### config.mk
export PLATFORM = sky130hd
export DESIGN_NAME = mc_reg_bridge_flat
export DESIGN_NICKNAME = d
export VERILOG_FILES = /design/src/rtl/mc_reg_bridge_if.sv /design/src/rtl/mc_reg_bridge.sv /design/src/flat_wrapper.sv
export SDC_FILE = /design/constraint.sdc
export NUM_CORES = 1
export LEC_CHECK = 0
export CAP_MARGIN = 10
export CELL_PAD_IN_SITES_DETAIL_PLACEMENT = 0
export CELL_PAD_IN_SITES_GLOBAL_PLACEMENT = 1
export CORE_ASPECT_RATIO = 0.75
export CORE_MARGIN = 10
export CORE_UTILIZATION = 36
export DETAILED_ROUTE_END_ITERATION = 6
export PLACE_DENSITY_LB_ADDON = 0.3
export RECOVER_POWER = 25
export SYNTH_ARGS = -nofsm -noshare
export SYNTH_HDL_FRONTEND = slang
export SYNTH_SLANG_ARGS = --single-unit
### constraint.sdc
create_clock -name clock -period 3.16 [get_ports clock]
set_input_delay 0.474 -clock clock [delete_from_list [all_inputs] [get_ports clock]]
set_output_delay 0.474 -clock clock [all_outputs]
set_load 0.005 [all_outputs]
### src/rtl/mc_reg_bridge_if.sv
// MCU parallel memory-controller bus as seen by the register bridge.
interface mc_reg_bridge_if #(
    parameter int unsigned DATA_WIDTH = 16,
    parameter int unsigned ADD_WIDTH  = 6
);
    logic                  mc_ce_n;
    logic                  mc_we_n;
    logic                  mc_oe_n;
    logic [ADD_WIDTH-1:0]  mc_add;
    logic [DATA_WIDTH-1:0] mc_din;
    logic [DATA_WIDTH-1:0] mc_dout;
    logic                  mc_dout_oe;

    modport master (
        output mc_ce_n, mc_we_n, mc_oe_n, mc_add, mc_din,
        input  mc_dout, mc_dout_oe
    );

    modport slave (
        input  mc_ce_n, mc_we_n, mc_oe_n, mc_add, mc_din,
        output mc_dout, mc_dout_oe
    );
endinterface

### src/rtl/mc_reg_bridge.sv
// Register bridge: MCU async parallel bus -> PWM / pin-buffer control registers.
// Optional pin-change interrupt logic is built when BP_MC_IRQ_EN is defined.
module mc_reg_bridge #(
    parameter int unsigned DATA_WIDTH  = 16,
    parameter int unsigned ADD_WIDTH   = 6,
    parameter int unsigned SYNC_STAGES = 2
) (
    input  logic              clock,
    input  logic              rst,
    mc_reg_bridge_if.slave    bus,
    output logic              pwm_reset,
    output logic [15:0]       pwm_onperiod,
    output logic [15:0]       pwm_offperiod,
    output logic [4:0]        buf_oe,
    output logic [4:0]        buf_od,
    output logic [4:0]        buf_dir,
    output logic [4:0]        buf_dout,
    input  logic [4:0]        buf_din,
    output logic              irq0_out,
    output logic              irq0_dir
);

    localparam logic [ADD_WIDTH-1:0] A_ID       = ADD_WIDTH'(6'h00);
    localparam logic [ADD_WIDTH-1:0] A_CTRL     = ADD_WIDTH'(6'h01);
    localparam logic [ADD_WIDTH-1:0] A_PWM_ON   = ADD_WIDTH'(6'h02);
    localparam logic [ADD_WIDTH-1:0] A_PWM_OFF  = ADD_WIDTH'(6'h03);
    localparam logic [ADD_WIDTH-1:0] A_BUF_OE   = ADD_WIDTH'(6'h04);
    localparam logic [ADD_WIDTH-1:0] A_BUF_OD   = ADD_WIDTH'(6'h05);
    localparam logic [ADD_WIDTH-1:0] A_BUF_DIR  = ADD_WIDTH'(6'h06);
    localparam logic [ADD_WIDTH-1:0] A_BUF_DOUT = ADD_WIDTH'(6'h07);
    localparam logic [ADD_WIDTH-1:0] A_BUF_DIN  = ADD_WIDTH'(6'h08);
    localparam logic [ADD_WIDTH-1:0] A_SCRATCH  = ADD_WIDTH'(6'h0B);
`ifdef BP_MC_IRQ_EN
    localparam logic [ADD_WIDTH-1:0] A_IRQ_STAT = ADD_WIDTH'(6'h09);
    localparam logic [ADD_WIDTH-1:0] A_IRQ_MASK = ADD_WIDTH'(6'h0A);
`endif
    localparam logic [15:0] ID_VALUE = 16'h5042;

    logic [SYNC_STAGES-1:0]      ce_sync, we_sync, oe_sync, sync_vld;
    logic [SYNC_STAGES-1:0][4:0] din_sync;
    logic [4:0]                  din_s;
    logic                        wr, rd, wr_d, armed, wr_commit;
    logic                        irq_en;
    logic [15:0]                 scratch, wdata, rdata;

    assign din_s = din_sync[SYNC_STAGES-1];
    assign wr    = ~ce_sync[SYNC_STAGES-1] & ~we_sync[SYNC_STAGES-1];
    assign rd    = ~ce_sync[SYNC_STAGES-1] & ~oe_sync[SYNC_STAGES-1] & we_sync[SYNC_STAGES-1];
    assign wdata = 16'(bus.mc_din);

    // Strobe and pin synchronizers; sync_vld marks when the last stage holds a real sample.
    always_ff @(posedge clock or posedge rst) begin
        if (rst) begin
            ce_sync  <= '1;
            we_sync  <= '1;
            oe_sync  <= '1;
            din_sync <= '0;
            sync_vld <= '0;
        end else begin
            ce_sync  <= {ce_sync[SYNC_STAGES-2:0], bus.mc_ce_n};
            we_sync  <= {we_sync[SYNC_STAGES-2:0], bus.mc_we_n};
            oe_sync  <= {oe_sync[SYNC_STAGES-2:0], bus.mc_oe_n};
            din_sync <= {din_sync[SYNC_STAGES-2:0], buf_din};
            sync_vld <= {sync_vld[SYNC_STAGES-2:0], 1'b1};
        end
    end

    // Write edge detect, armed only after a genuine idle strobe has been seen.
    always_ff @(posedge clock or posedge rst) begin
        if (rst) begin
            wr_d      <= 1'b0;
            armed     <= 1'b0;
            wr_commit <= 1'b0;
        end else begin
            wr_d      <= wr;
            armed     <= armed | (sync_vld[SYNC_STAGES-1] & ~wr);
            wr_commit <= wr & ~wr_d & armed;
        end
    end

    // Control registers, written on the commit cycle.
    always_ff @(posedge clock or posedge rst) begin
        if (rst) begin
            pwm_reset     <= 1'b1;
            irq_en        <= 1'b0;
            pwm_onperiod  <= 16'h0002;
            pwm_offperiod <= 16'h0081;
            buf_oe        <= '0;
            buf_od        <= '0;
            buf_dir       <= '0;
            buf_dout      <= '0;
            scratch       <= '0;
        end else if (wr_commit) begin
            case (bus.mc_add)
                A_CTRL: begin
                    pwm_reset <= wdata[0];
                    irq_en    <= wdata[1];
                end
                A_PWM_ON:   pwm_onperiod  <= wdata;
                A_PWM_OFF:  pwm_offperiod <= wdata;
                A_BUF_OE:   buf_oe        <= wdata[4:0];
                A_BUF_OD:   buf_od        <= wdata[4:0];
                A_BUF_DIR:  buf_dir       <= wdata[4:0];
                A_BUF_DOUT: buf_dout      <= wdata[4:0];
                A_SCRATCH:  scratch       <= wdata;
                default: ;
            endcase
        end
    end

`ifdef BP_MC_IRQ_EN
    logic [4:0] irq_status, irq_mask, din_d, din_rise, irq_clr;

    assign din_rise = din_s & ~din_d;
    assign irq_clr  = (wr_commit && bus.mc_add == A_IRQ_STAT) ? wdata[4:0] : 5'd0;

    // Pin-change status (set beats W1C), mask, and registered irq pad outputs.
    always_ff @(posedge clock or posedge rst) begin
        if (rst) begin
            din_d      <= '0;
            irq_status <= '0;
            irq_mask   <= '0;
            irq0_out   <= 1'b0;
            irq0_dir   <= 1'b0;
        end else begin
            din_d      <= din_s;
            irq_status <= (irq_status & ~irq_clr) | (din_rise & irq_mask);
            if (wr_commit && bus.mc_add == A_IRQ_MASK)
                irq_mask <= wdata[4:0];
            irq0_out   <= irq_en & |(irq_status & irq_mask);
            irq0_dir   <= irq_en;
        end
    end
`else
    assign irq0_out = 1'b0;
    assign irq0_dir = 1'b0;
`endif

    // Read mux; unused bits and unmapped addresses read zero.
    always_comb begin
        rdata = '0;
        case (bus.mc_add)
            A_ID:       rdata = ID_VALUE;
            A_CTRL:     rdata = {14'd0, irq_en, pwm_reset};
            A_PWM_ON:   rdata = pwm_onperiod;
            A_PWM_OFF:  rdata = pwm_offperiod;
            A_BUF_OE:   rdata = {11'd0, buf_oe};
            A_BUF_OD:   rdata = {11'd0, buf_od};
            A_BUF_DIR:  rdata = {11'd0, buf_dir};
            A_BUF_DOUT: rdata = {11'd0, buf_dout};
            A_BUF_DIN:  rdata = {11'd0, din_s};
`ifdef BP_MC_IRQ_EN
            A_IRQ_STAT: rdata = {11'd0, irq_status};
            A_IRQ_MASK: rdata = {11'd0, irq_mask};
`endif
            A_SCRATCH:  rdata = scratch;
            default:    rdata = '0;
        endcase
    end

    // Registered read data and pad drive enable.
    always_ff @(posedge clock or posedge rst) begin
        if (rst) begin
            bus.mc_dout    <= '0;
            bus.mc_dout_oe <= 1'b0;
        end else begin
            bus.mc_dout    <= rd ? DATA_WIDTH'(rdata) : '0;
            bus.mc_dout_oe <= rd;
        end
    end

endmodule
### src/flat_wrapper.sv
// flat-port wrapper written by rule: the top's interface ports become plain ports
module mc_reg_bridge_flat 
#(
    parameter int unsigned DATA_WIDTH  = 16,
    parameter int unsigned ADD_WIDTH   = 6,
    parameter int unsigned SYNC_STAGES = 2
)
  (clock, rst, pwm_reset, pwm_onperiod, pwm_offperiod, buf_oe, buf_od, buf_dir, buf_dout, buf_din, irq0_out, irq0_dir, bus_mc_ce_n, bus_mc_we_n, bus_mc_oe_n, bus_mc_add, bus_mc_din, bus_mc_dout, bus_mc_dout_oe);
  mc_reg_bridge_if #(.DATA_WIDTH(DATA_WIDTH), .ADD_WIDTH(ADD_WIDTH)) bus_i ();
  input  logic clock;
  input  logic rst;
  output logic pwm_reset;
  output logic [15:0] pwm_onperiod;
  output logic [15:0] pwm_offperiod;
  output logic [4:0] buf_oe;
  output logic [4:0] buf_od;
  output logic [4:0] buf_dir;
  output logic [4:0] buf_dout;
  input  logic [4:0] buf_din;
  output logic irq0_out;
  output logic irq0_dir;
  input wire logic [$bits(bus_i.mc_ce_n)-1:0] bus_mc_ce_n;
  input wire logic [$bits(bus_i.mc_we_n)-1:0] bus_mc_we_n;
  input wire logic [$bits(bus_i.mc_oe_n)-1:0] bus_mc_oe_n;
  input wire logic [$bits(bus_i.mc_add)-1:0] bus_mc_add;
  input wire logic [$bits(bus_i.mc_din)-1:0] bus_mc_din;
  output wire logic [$bits(bus_i.mc_dout)-1:0] bus_mc_dout;
  output wire logic [$bits(bus_i.mc_dout_oe)-1:0] bus_mc_dout_oe;
  assign bus_i.mc_ce_n = bus_mc_ce_n;
  assign bus_i.mc_we_n = bus_mc_we_n;
  assign bus_i.mc_oe_n = bus_mc_oe_n;
  assign bus_i.mc_add = bus_mc_add;
  assign bus_i.mc_din = bus_mc_din;
  assign bus_mc_dout = bus_i.mc_dout;
  assign bus_mc_dout_oe = bus_i.mc_dout_oe;
  mc_reg_bridge #(.DATA_WIDTH(DATA_WIDTH), .ADD_WIDTH(ADD_WIDTH), .SYNC_STAGES(SYNC_STAGES)) u_core (.clock(clock), .rst(rst), .bus(bus_i), .pwm_reset(pwm_reset), .pwm_onperiod(pwm_onperiod), .pwm_offperiod(pwm_offperiod), .buf_oe(buf_oe), .buf_od(buf_od), .buf_dir(buf_dir), .buf_dout(buf_dout), .buf_din(buf_din), .irq0_out(irq0_out), .irq0_dir(irq0_dir));
endmodule
==> results.toml <==
[outcome]
status = "finished, final reports clean"

[detailed_routing]
vias = 2849
antenna_left = 0
wirelength_um = 11400
drt_pre_antenna_iters = 7
avgViaCountPerCell = 5.05
route.detailed.drc = 0
wl_per_cell_um = 20.2
drtIter0Drc = 270

[cts]
cts-hold-fix-buffers = 0
cts_tree = "done"
clockBufferDepth = 2
post_cts_resized = 0
postCtsSetupRepairBufs = 0
clock-sinks = 108
root_buffer = "clkbuf_16"
clk_latency_ns = 0.35
cts_made_buffers = 9
htree_levels = 3
clkSlewWorstSetupHoldPaths_ns = 0.07

[finish]
syn_to_final_growth_pct = 34.6
multi_input_area_sq_mm = 0.00153
fillCellCount = 1036
stdcell_area_sq_mm = 0.00588
diodes = 0
nets = 429
drive_above_1_share_pct = 28.4
regArea_sq_mm = 0.00272

[logic_synthesis]
synth-edff-count = 0
async_reset_ff_share_pct = 100
ys_seq_area_share_pct = 62.1
ys_ff_latch = 108
synthCells = 291
yosysWarnings = 0
synth_flop_cell = "dfrtp_1"
synth_cell_types = 43
netlist_area_sq_mm = 0.00437
avgSynthCellArea_sq_um = 15.0

[pwr]
power.leakage_nw = 2.66
power_frac_comb_pct = 9.4
clkPwrFrac_pct = 40.4
ir_drop_uv = 253
internal-power_mw = 2.32
power_switching_mw = 0.675
p_sw_share_pct = 22.5
seqPwrFrac_pct = 50.2
p_total_mw = 3.00
powerDensity_mw_per_mm2 = 509

[setup_path]
endpoint_kind = "register"
cp.arrival_ns = 2.64
reg2reg_depth = 4
startpoint = "bus_mc_add[2]"
r2r-start = "u_core.we_sync[1]"
path_class = "in -> reg"
cp.required_ns = 3.39
critPathLaunchType = "input pin"
worst-path-max-fanout = 8

[grt]
grt_pass1_vias = 3112
overflow = 0
grt_first_pass_wirelength_um = 18300
grtUsageTotal_pct = 13.8
antenna_found_initial = 0
grt_max_degree = 109

[placement]
dp_hpwl_um = 8060
globalplace.congestion = 0.779
portBuffers = 101
placed_area_sq_mm = 0.00557

[timing]
tightest_slew_ns = 1.46
finalCriticalPeriod_ns = 2.40
fin_tns_setup_ns = 0
finalMaxSlewViolations = 0
fin_crit_sh_pct = 76.1
fin_worst_skew_ns = 0.00894
rsz0062_at_grt = "false"
fmax_mhz = 416
hold_slack_ns = 0.349
max-slew-margin-rel_pct = 2.38
setup_viol = 0
hold_viol_final = 0

[floorplan]
die_height_um = 115
io_pins = 104
initial_core_util_pct = 37.2
num_rows = 34
die_w_um = 147
core_sq_mm = 0.0117
dieArea_sq_mm = 0.0170

[run]
cap_violations = 0

[worst_hold_path]
hp-class = "reg -> reg"
min_from = "u_core.din_sync[3]"
hold_depth = 0
==> flip-flops by register name, summed over array words and instances (netlist names), 2 cells and up <==
name,count
u_core.pwm_onperiod,16
u_core.buf_od,5
u_core.buf_oe,5
u_core.din_s,5
u_core.pwm_offperiod,16
u_core.scratch,16
u_core.ce_sync,2
u_core.oe_sync,2
u_core.sync_vld,2
u_core.we_sync,2
u_core.bus.mc_dout,16
u_core.buf_dout,5
u_core.din_sync,5
u_core.buf_dir,5
==> power groups by stage <==
stage	Combinational, mW	Clock, mW	Sequential [mW]
after global placement	0.288	0	1.53
after global routing	0.311	1.29	1.51
after CTS	0.294	1.24	1.50
after floorplan	0.121	0	1.52
after detailed placement	0.292	0	1.53
final	0.283	1.21	1.50
==> worst max-delay path: stages <==
cell and delay [ns]:
clkdlybuf4s50_1 0.69, inv_1 0.13, nor4_2 0.51, nand4_1 0.43
mux2_2 0.40
==> layout by cell type (no fill, tap or decap), types with 5 or more instances in the layout <==
cell type,count
dfrtp_1,98
clkdlybuf4s50_1,92
mux2_2,57
nor2_1,14
mux2_4,10
nand2_1,9
a222oi_1,9
clkbuf_16,9
dlygate4sd3_1,9
buf_4,9
dfstp_2,8
mux2_1,7
a21oi_1,5
mux4_2,5
==> Yosys cell counts (2+ instances only) <==
cell type  number  share of area, %
dfrtp_1        98                56
mux2_2         57                15
nor2_1         14               1.2
dfstp_2        10               6.0
mux2_4         10               3.4
a222oi_1        9               2.1
nand2_1         9              0.77
mux2_1          7               1.8
buf_2           6              0.69
a21oi_1         5              0.57
inv_1           5              0.43
mux4_2          5               2.6
a22oi_1         4              0.69
a31oi_1         4              0.57
buf_6           4               1.0
clkbuf_1        4              0.34
nand3_1         4              0.46
o21ai_0         4              0.46
and3_1          2              0.29
buf_4           2              0.34
conb_1          2              0.17
mux2i_1         2              0.46
nand2_4         2              0.52
nor2b_1         2              0.29
nor3b_1         2              0.34
==> final timing paths <==
| path | endpoint | slack [ns] |
|---|---|---|
| max | u_core.buf_dout[1] | 0.76 |
| max reg2reg | u_core.bus.mc_dout[1] | 1.47 |
| min in group asynchronous | u_core.armed | 1.13 |
| min reg2reg | u_core.din_s[3] | 0.35 |
| min | u_core.din_s[3] | 0.35 |
| max in group asynchronous | u_core.buf_dout[0] | 1.09 |
==> cells by family (layout without fill, tap and decap cells) <==
kind of cell	after synthesis	count (layout)	share of synthesized area, %
buf+inv	22	132	2.92
simple gates	47	47	6.53
mux	81	81	23.0
compound gates	31	31	5.32
flops	108	108	62.1
other cells	2	3	0.172
==> metal layers <==
layer / track usage (%) / vias to the layer above / wire [um]
met5: 0 / - / 0
li1: - / 1274 / -
met4: 3.29 / 0 / 58
met2: 19.6 / 87 / 5030
met3: 6.04 / 4 / 827
met1: 19.0 / 1484 / 5490
==> area by class of cell <==
type                            count  area share [%]
Clock buffer                        9            3.83
Clock inverter                      7            1.68
Inverter                            5           0.383
Multi-Input combinational cell    162            26.1
Sequential cell                   108            46.2
Tap cell                          162            3.45
Timing Repair Buffer              111            18.5
==> through the flow <==
stage	util, %	std cells	setup slack [ns]
6_report	50.1	564	0.756
5_1_grt	50.1	564	0.568
4_1_cts	50.2	564	0.734
3_5_place_dp	47.5	548	0.391
3_3_place_gp	47.5	548	0.418
2_1_floorplan	-	292	1.04
No activity file was read; power rests on OpenSTA's default activity.
